===== src/rtl/generador_tiempo_muerto_if.sv =====
// Signal bundle of the dead-time generator: PWM input, mode select, gate drives
// and swallowed-pulse counter. The DUT uses the slave view, the driver the master view.
interface generador_tiempo_muerto_if;
  logic       In_signal_conmutacion;
  logic       select_salida;
  logic       BUCK_Gate;
  logic       Full_Bridge_A;
  logic       Full_Bridge_B;
  logic [7:0] pulsos_descartados;

  modport master (
    output In_signal_conmutacion,
    output select_salida,
    input  BUCK_Gate,
    input  Full_Bridge_A,
    input  Full_Bridge_B,
    input  pulsos_descartados
  );

  modport slave (
    input  In_signal_conmutacion,
    input  select_salida,
    output BUCK_Gate,
    output Full_Bridge_A,
    output Full_Bridge_B,
    output pulsos_descartados
  );
endinterface


===== src/rtl/generador_tiempo_muerto.sv =====
// Dead-time generator for a buck stage or a full bridge driven from one asynchronous PWM.
// Optional swallowed-pulse counter is built only when PULSE_DROP_COUNT_EN is defined.
module generador_tiempo_muerto #(
  parameter int unsigned DEAD_CYCLES = 50
) (
  input  logic                    CLK_100MHz,
  input  logic                    reset,
  generador_tiempo_muerto_if.slave bus
);

  typedef enum logic [2:0] {
    SAFE  = 3'd0,
    BUCK  = 3'd1,
    FB_A  = 3'd2,
    DT_AB = 3'd3,
    FB_B  = 3'd4,
    DT_BA = 3'd5
  } state_t;

  localparam logic [7:0] LP_DEAD = 8'(DEAD_CYCLES);

  logic       r_sync1;
  logic       r_sync2;
  logic       r_sel;
  state_t     r_state;
  state_t     w_state_next;
  logic [7:0] r_cnt;
  logic [7:0] w_cnt_next;
  logic       w_expired;
  logic       w_swallow;
  logic       r_buck;
  logic       r_fb_a;
  logic       r_fb_b;

  // The entry edge counts as the first of the DEAD_CYCLES off cycles, so expiry is at 1.
  assign w_expired = (r_cnt <= 8'd1);

  always_ff @(posedge CLK_100MHz) begin
    if (reset) begin
      r_sync1 <= 1'b0;
      r_sync2 <= 1'b0;
      r_sel   <= bus.select_salida;
      r_state <= SAFE;
      r_cnt   <= LP_DEAD;
      r_buck  <= 1'b0;
      r_fb_a  <= 1'b0;
      r_fb_b  <= 1'b0;
    end else begin
      r_sync1 <= bus.In_signal_conmutacion;
      r_sync2 <= r_sync1;
      r_sel   <= bus.select_salida;
      r_state <= w_state_next;
      r_cnt   <= w_cnt_next;
      r_buck  <= (w_state_next == BUCK) && r_sync2;
      r_fb_a  <= (w_state_next == FB_A);
      r_fb_b  <= (w_state_next == FB_B);
    end
  end

  always_comb begin
    w_state_next = r_state;
    w_cnt_next   = r_cnt;
    w_swallow    = 1'b0;
    if (bus.select_salida != r_sel) begin
      w_state_next = SAFE;
      w_cnt_next   = LP_DEAD;
    end else begin
      case (r_state)
        SAFE: begin
          if (w_expired) begin
            if (!r_sel)
              w_state_next = BUCK;
            else
              w_state_next = r_sync2 ? FB_A : FB_B;
          end else begin
            w_cnt_next = r_cnt - 8'd1;
          end
        end
        BUCK: begin
          w_state_next = BUCK;
        end
        FB_A: begin
          if (!r_sync2) begin
            w_state_next = DT_AB;
            w_cnt_next   = LP_DEAD;
          end
        end
        FB_B: begin
          if (r_sync2) begin
            w_state_next = DT_BA;
            w_cnt_next   = LP_DEAD;
          end
        end
        // Landing back on the leg that was on before means the pulse was swallowed.
        DT_AB: begin
          if (w_expired) begin
            w_state_next = r_sync2 ? FB_A : FB_B;
            w_swallow    = r_sync2;
          end else begin
            w_cnt_next = r_cnt - 8'd1;
          end
        end
        DT_BA: begin
          if (w_expired) begin
            w_state_next = r_sync2 ? FB_A : FB_B;
            w_swallow    = !r_sync2;
          end else begin
            w_cnt_next = r_cnt - 8'd1;
          end
        end
        default: begin
          w_state_next = SAFE;
          w_cnt_next   = LP_DEAD;
        end
      endcase
    end
  end

  assign bus.BUCK_Gate     = r_buck;
  assign bus.Full_Bridge_A = r_fb_a;
  assign bus.Full_Bridge_B = r_fb_b;

`ifdef PULSE_DROP_COUNT_EN
  logic [7:0] r_drop;

  always_ff @(posedge CLK_100MHz) begin
    if (reset)
      r_drop <= 8'd0;
    else if (w_swallow && (r_drop != 8'hFF))
      r_drop <= r_drop + 8'd1;
  end

  assign bus.pulsos_descartados = r_drop;
`else
  logic w_unused_swallow;
  assign w_unused_swallow       = w_swallow;
  assign bus.pulsos_descartados = 8'd0;
`endif

endmodule


===== src/flat_wrapper.sv =====
// flat-port wrapper written by rule: the top's interface ports become plain ports
module generador_tiempo_muerto_flat 
#(
  parameter int unsigned DEAD_CYCLES = 50
)
  (CLK_100MHz, reset, bus_In_signal_conmutacion, bus_select_salida, bus_BUCK_Gate, bus_Full_Bridge_A, bus_Full_Bridge_B, bus_pulsos_descartados);
  generador_tiempo_muerto_if bus_i ();
  input  logic CLK_100MHz;
  input  logic reset;
  input wire logic [$bits(bus_i.In_signal_conmutacion)-1:0] bus_In_signal_conmutacion;
  input wire logic [$bits(bus_i.select_salida)-1:0] bus_select_salida;
  output wire logic [$bits(bus_i.BUCK_Gate)-1:0] bus_BUCK_Gate;
  output wire logic [$bits(bus_i.Full_Bridge_A)-1:0] bus_Full_Bridge_A;
  output wire logic [$bits(bus_i.Full_Bridge_B)-1:0] bus_Full_Bridge_B;
  output wire logic [$bits(bus_i.pulsos_descartados)-1:0] bus_pulsos_descartados;
  assign bus_i.In_signal_conmutacion = bus_In_signal_conmutacion;
  assign bus_i.select_salida = bus_select_salida;
  assign bus_BUCK_Gate = bus_i.BUCK_Gate;
  assign bus_Full_Bridge_A = bus_i.Full_Bridge_A;
  assign bus_Full_Bridge_B = bus_i.Full_Bridge_B;
  assign bus_pulsos_descartados = bus_i.pulsos_descartados;
  generador_tiempo_muerto #(.DEAD_CYCLES(DEAD_CYCLES)) u_core (.CLK_100MHz(CLK_100MHz), .reset(reset), .bus(bus_i));
endmodule

===== config.mk =====
export PLATFORM = sky130hd
export DESIGN_NAME = generador_tiempo_muerto_flat
export DESIGN_NICKNAME = d
export VERILOG_FILES = /design/src/rtl/generador_tiempo_muerto_if.sv /design/src/rtl/generador_tiempo_muerto.sv /design/src/flat_wrapper.sv
export SDC_FILE = /design/constraint.sdc
export NUM_CORES = 1
export LEC_CHECK = 0
export CELL_PAD_IN_SITES_DETAIL_PLACEMENT = 1
export CELL_PAD_IN_SITES_GLOBAL_PLACEMENT = 1
export CORE_MARGIN = 4
export CORE_UTILIZATION = 43
export DETAILED_ROUTE_END_ITERATION = 12
export PLACE_DENSITY = 0.91
export SYNTH_ARGS = -nofsm -noshare
export SYNTH_HDL_FRONTEND = slang
export SYNTH_SLANG_ARGS = --single-unit

===== constraint.sdc =====
create_clock -name CLK_100MHz -period 2.85 [get_ports CLK_100MHz]
set_input_delay 0.4275 -clock CLK_100MHz [delete_from_list [all_inputs] [get_ports CLK_100MHz]]
set_output_delay 0.4275 -clock CLK_100MHz [all_outputs]
set_load 0.05 [all_outputs]

# Yosys cells after proc, flatten, opt, wreduce, memory -nomap -nowiden
# Index checks and enable logic that the tools add are counted.
[word_totals]
regBits = 17
inputBits = 4
[op_classes]
magnitude_cmp = 1
muxes = 12
add_sub_neg = 1
bitwise_logic = 1
n_reduce_logical = 6
eq_ne = 12
[op_table]
columns = ["operator", "n"]
rows = [
  ["8-bit one-hot mux with 4 select lines", 1],
  ["8-bit two-way mux", 3],
  ["3-bit two-way mux", 7],
  ["3-bit one-hot mux with 5 select lines", 1],
  ["3-bit by 2-bit == test with 1-bit output (second input constant)", 3],
  ["3-bit == test (second input constant)", 3],
  ["8-bit by 1-bit <= comparator with 1-bit output (second input constant)", 1],
  ["8-bit by 1-bit subtractor with 8-bit output (second input constant)", 1],
  ["3-bit by 1-bit == test with 1-bit output (second input constant)", 2],
  ["2-bit inequality test (second input constant)", 2],
  ["4-bit AND reduction", 1],
  ["2-bit OR reduction", 2],
  ["3-bit logical NOT", 1],
  ["3-bit OR reduction", 1],
  ["2-bit by 1-bit inequality test with 1-bit output (second input constant)", 1],
  ["1-bit logical AND", 1],
  ["1-bit inequality test", 1],
  ["1-bit NOT", 1],
]

# Longest topological paths before layout
[depth]
ltp_word = 7
mapped_depth = 7

# Worst setup path before layout
# No wires, ideal clock.
[synth_timing]
kind = "register to register"
start = "register u_core.r_cnt[2]"
end = "register u_core.r_cnt[5]"
stages_incl_launch_ff = 6
t_required_ps = 2730
t_arrival_ps = 1692
path_slack_ps = 1038
path_cell_list = "dfxtp_1 -> or4_4 -> o32ai_2 -> nand3_1 -> a211oi_1 -> nor2_1"
[synth_between]
elab_chain_cells = 3
word_cells_on_any_way = 6
cone_classes = "add/sub: 1; order compare: 1; eq/ne: 1; mux: 2; reduce/logical: 1"
[synth_rtl]
columns = ["item", "line", "rtl"]
rows = [
  ["from (decl)", "generador_tiempo_muerto.sv:27", "logic [7:0] r_cnt;"],
  ["from (signal assigned)", "generador_tiempo_muerto.sv:53", "r_cnt <= w_cnt_next;"],
  ["8-bit by 1-bit subtractor with 8-bit output / 8-bit by 1-bit <= comparator with 1-bit output (equally long branches)", "-", ""],
  ["8-bit two-way mux / 2-bit inequality test (equally long branches)", "-", ""],
  ["8-bit one-hot mux with 4 select lines / 4-bit AND reduction (equally long branches)", "-", ""],
]
# Parallel ways exist; a longest one is shown, timed or not. The select of a mux whose other input is x is not followed.
# A chain may end at the register's enable or synchronous reset.

# Worst setup path after layout
# Same ends and word-level chain as after synthesis.

==> out/summary.txt <==
status = completed
Comb power frac = 17.5%
fmax = 486 MHz
clock period minus worst slack = 2.06 ns
Ant. Diodes = 0
worst hold path class = reg2reg
CORE AREA = 2230 µm²
Die Wd = 56.9 µm
Setup violations, final = 0
syn avg cell area = 8.86 µm²
unrepaired setup endpoints after global routing = no
Iteration-0 DRC Markers = 10
count leader, synth = dfxtp_1
Max Cap Viol = 0
layout cells sized above 1 = 11.7%
Synth Instances = 116
Internal Power = 0.325 mW
setup TNS = 0 ns
Seq/Total Area, Yosys = 33.1%
Async SR Flop Fraction = 0%
Vias = 837
grt ovf = 0
nature of the critical path endpoint = flop
PwrDens = 421 nW/µm²
ranking of synthesized cells by area = dfxtp_1 33%, buf_4 5.8%, nor2b_1 3.0%
vias in the first global route = 887
Initial Utilization = 46.0%
CP max FO = 7
Synth Flop Type = dfxtp_1
period utilisation layout = 72.2%
Synth area leader = dfxtp_1
fillcell total = 273
DPL Wire Length = 1690 µm
GP Congestion = 0.805
hold_buf cts = 0
CTS tree = done
DIE HEIGHT = 56.9 µm
placed cell area = 1070 µm²
wire per inst = 14.8 µm
Worst Skew = 0.00352 ns
Final ANT Viol Nets = 0
Slew Viols, Final = 0
Max rail drop VDD = 258 µV
critical path data required time = 3.03 ns
Post-synth EDFFs = 0
clk sink count = 17
FP Rows = 17
postcts setup bufs = 0
YS warnings = 0
Leak = 0.386 nW
Longest Clk Path Bufs = 2
vias per inst = 5.66
critical path startpoint category = flop
crit path kind = reg2reg
Synth top cells by count = 17 x dfxtp_1, 8 x buf_4, 6 x nor2_1
I/O pin count = 15
Hold WS = 0.458 ns
fin area = 1100 µm²
Clk Latency, worst-skew pair = 0.29 ns
post-cts repair resize count = 0
first-pass GRT wire length = 3930 µm
Netlist Area Pre-Place = 1030 µm²
Root Buffer = clkbuf_4
port bufs = 6
critical path arrival = 2.24 ns
post-synth top area share = 33.1%
largest net degree at the start of global routing = 18
DRC = 0
final-report hold violation count = 0
Sw Share = 29.7%
aggregate global-route resource usage = 15.2%
Psw = 0.137 mW
Layout area overhead = 6.82%
Sequential Power Share = 54.5%
Worst-Margin Slew = 0.570 ns
H-tree depth = 1
flops & latches, synth = 17
clock network power share = 28.0%
final wirelength = 2190 µm
Netlist cell types = 48
drt pass-1 iters = 4
initial antenna violation count = 0
Nets = 127
Rel. slew slack = 61.9%
Clock transition at path regs = 0.10 ns
total die area = 3230 µm²
CTS Buf Count = 3
[power by group through the flow]
stage | combinational, mW | sequential (mW) | clock (mW)
floorplan | 0.0735 | 0.254 | 0
global placement | 0.0779 | 0.257 | 0
detailed placement | 0.0805 | 0.257 | 0
CTS | 0.0811 | 0.252 | 0.136
global route | 0.0887 | 0.253 | 0.146
finish | 0.0808 | 0.252 | 0.129
[layout make-up]
type                            instances  area (µm²)  share of cell area [%]
Inverter                                4        15.0                    1.37
Timing Repair Buffer                    7        67.6                    6.16
Multi-Input combinational cell         88         613                    55.9
Clock buffer                            4        26.3                    2.39
Sequential cell                        17         340                    31.0
Tap cell                               28        35.0                    3.19
[routing by layer]
metal	vias up	routed length (µm)	global-route usage (%)
met1	407	946	17.8
met2	11	1140	25.9
li1	415	-	-
met5	-	0	0
met3	4	65	4.60
met4	0	37	5.63
[registers in the layout (all words and copies together) (netlist names)]
name / count
u_core.r_sync2: 1
u_core.bus.Full_Bridge_A: 1
u_core.r_sync1: 1
u_core.r_cnt: 8
u_core.r_sel: 1
u_core.bus.BUCK_Gate: 1
u_core.bus.Full_Bridge_B: 1
u_core.r_state: 3
[per-stage QoR]
step | power (mW) | cells | setup slack (ns) | utilization (%)
6_report | 0.462 | 148 | 0.793 | 49.1
5_1_grt | 0.487 | 148 | 0.641 | 49.1
4_1_cts | 0.469 | 148 | 0.782 | 49.1
3_5_place_dp | 0.338 | 144 | 0.788 | 48.0
3_3_place_gp | 0.334 | 144 | 0.898 | 48.0
2_1_floorplan | 0.328 | 123 | 1.04 | -
[logic make-up (layout without fill, tap and decap cells)]
logic type,Yosys count,count (layout),synth area share [%]
and+or+nand+nor,42,42,25.6
AOI/OAI and AO/OA,29,29,22.5
buffers and inverters,18,15,9.74
DFF,17,17,33.1
xor gates and xnor gates,5,5,4.26
adders and majority gates,2,2,2.44
muxes,2,2,1.95
other,1,8,0.365
[worst max-delay path, stage by stage, from the launching register on]
cell and delay, ns:
dfxtp_1 0.39, or4_4 0.60, o32ai_2 0.36, nand3_1 0.24, a211oi_1 0.29, nor2_1 0.08
[path summary, 6_finish.rpt]
check	startpoint	endpoint	slack (ns)	cells past startpoint
max	u_core.r_cnt[2]$_SDFFE_PP0P_	u_core.r_cnt[5]$_SDFFE_PP1P_	0.79	5
min	u_core.r_sync1$_SDFF_PP0_	u_core.r_sync2$_SDFF_PP0_	0.46	1
max reg2reg	u_core.r_cnt[2]$_SDFFE_PP0P_	u_core.r_cnt[5]$_SDFFE_PP1P_	0.79	5
min reg2reg	u_core.r_sync1$_SDFF_PP0_	u_core.r_sync2$_SDFF_PP0_	0.46	1
[layout by cell type (no fill, tap or decap), drive strengths merged, types with 2 or more instances in the layout]
cell type	instances
nand4	3
nand3	3
a211oi	3
o311ai	2
nor2	6
xnor2	3
a31oi	4
clkbuf	4
ha	2
a21oi	4
o31ai	3
nand2b	3
o21bai	3
or3	2
clkdlybuf4s50	6
nor2b	5
o21ai	2
nor3	2
nor3b	2
conb	8
nand2	4
xor2	2
a21o	2
dfxtp	17
mux2i	2
nor4	4
inv	4
Note: power is estimated with default switching activity, not from simulation.
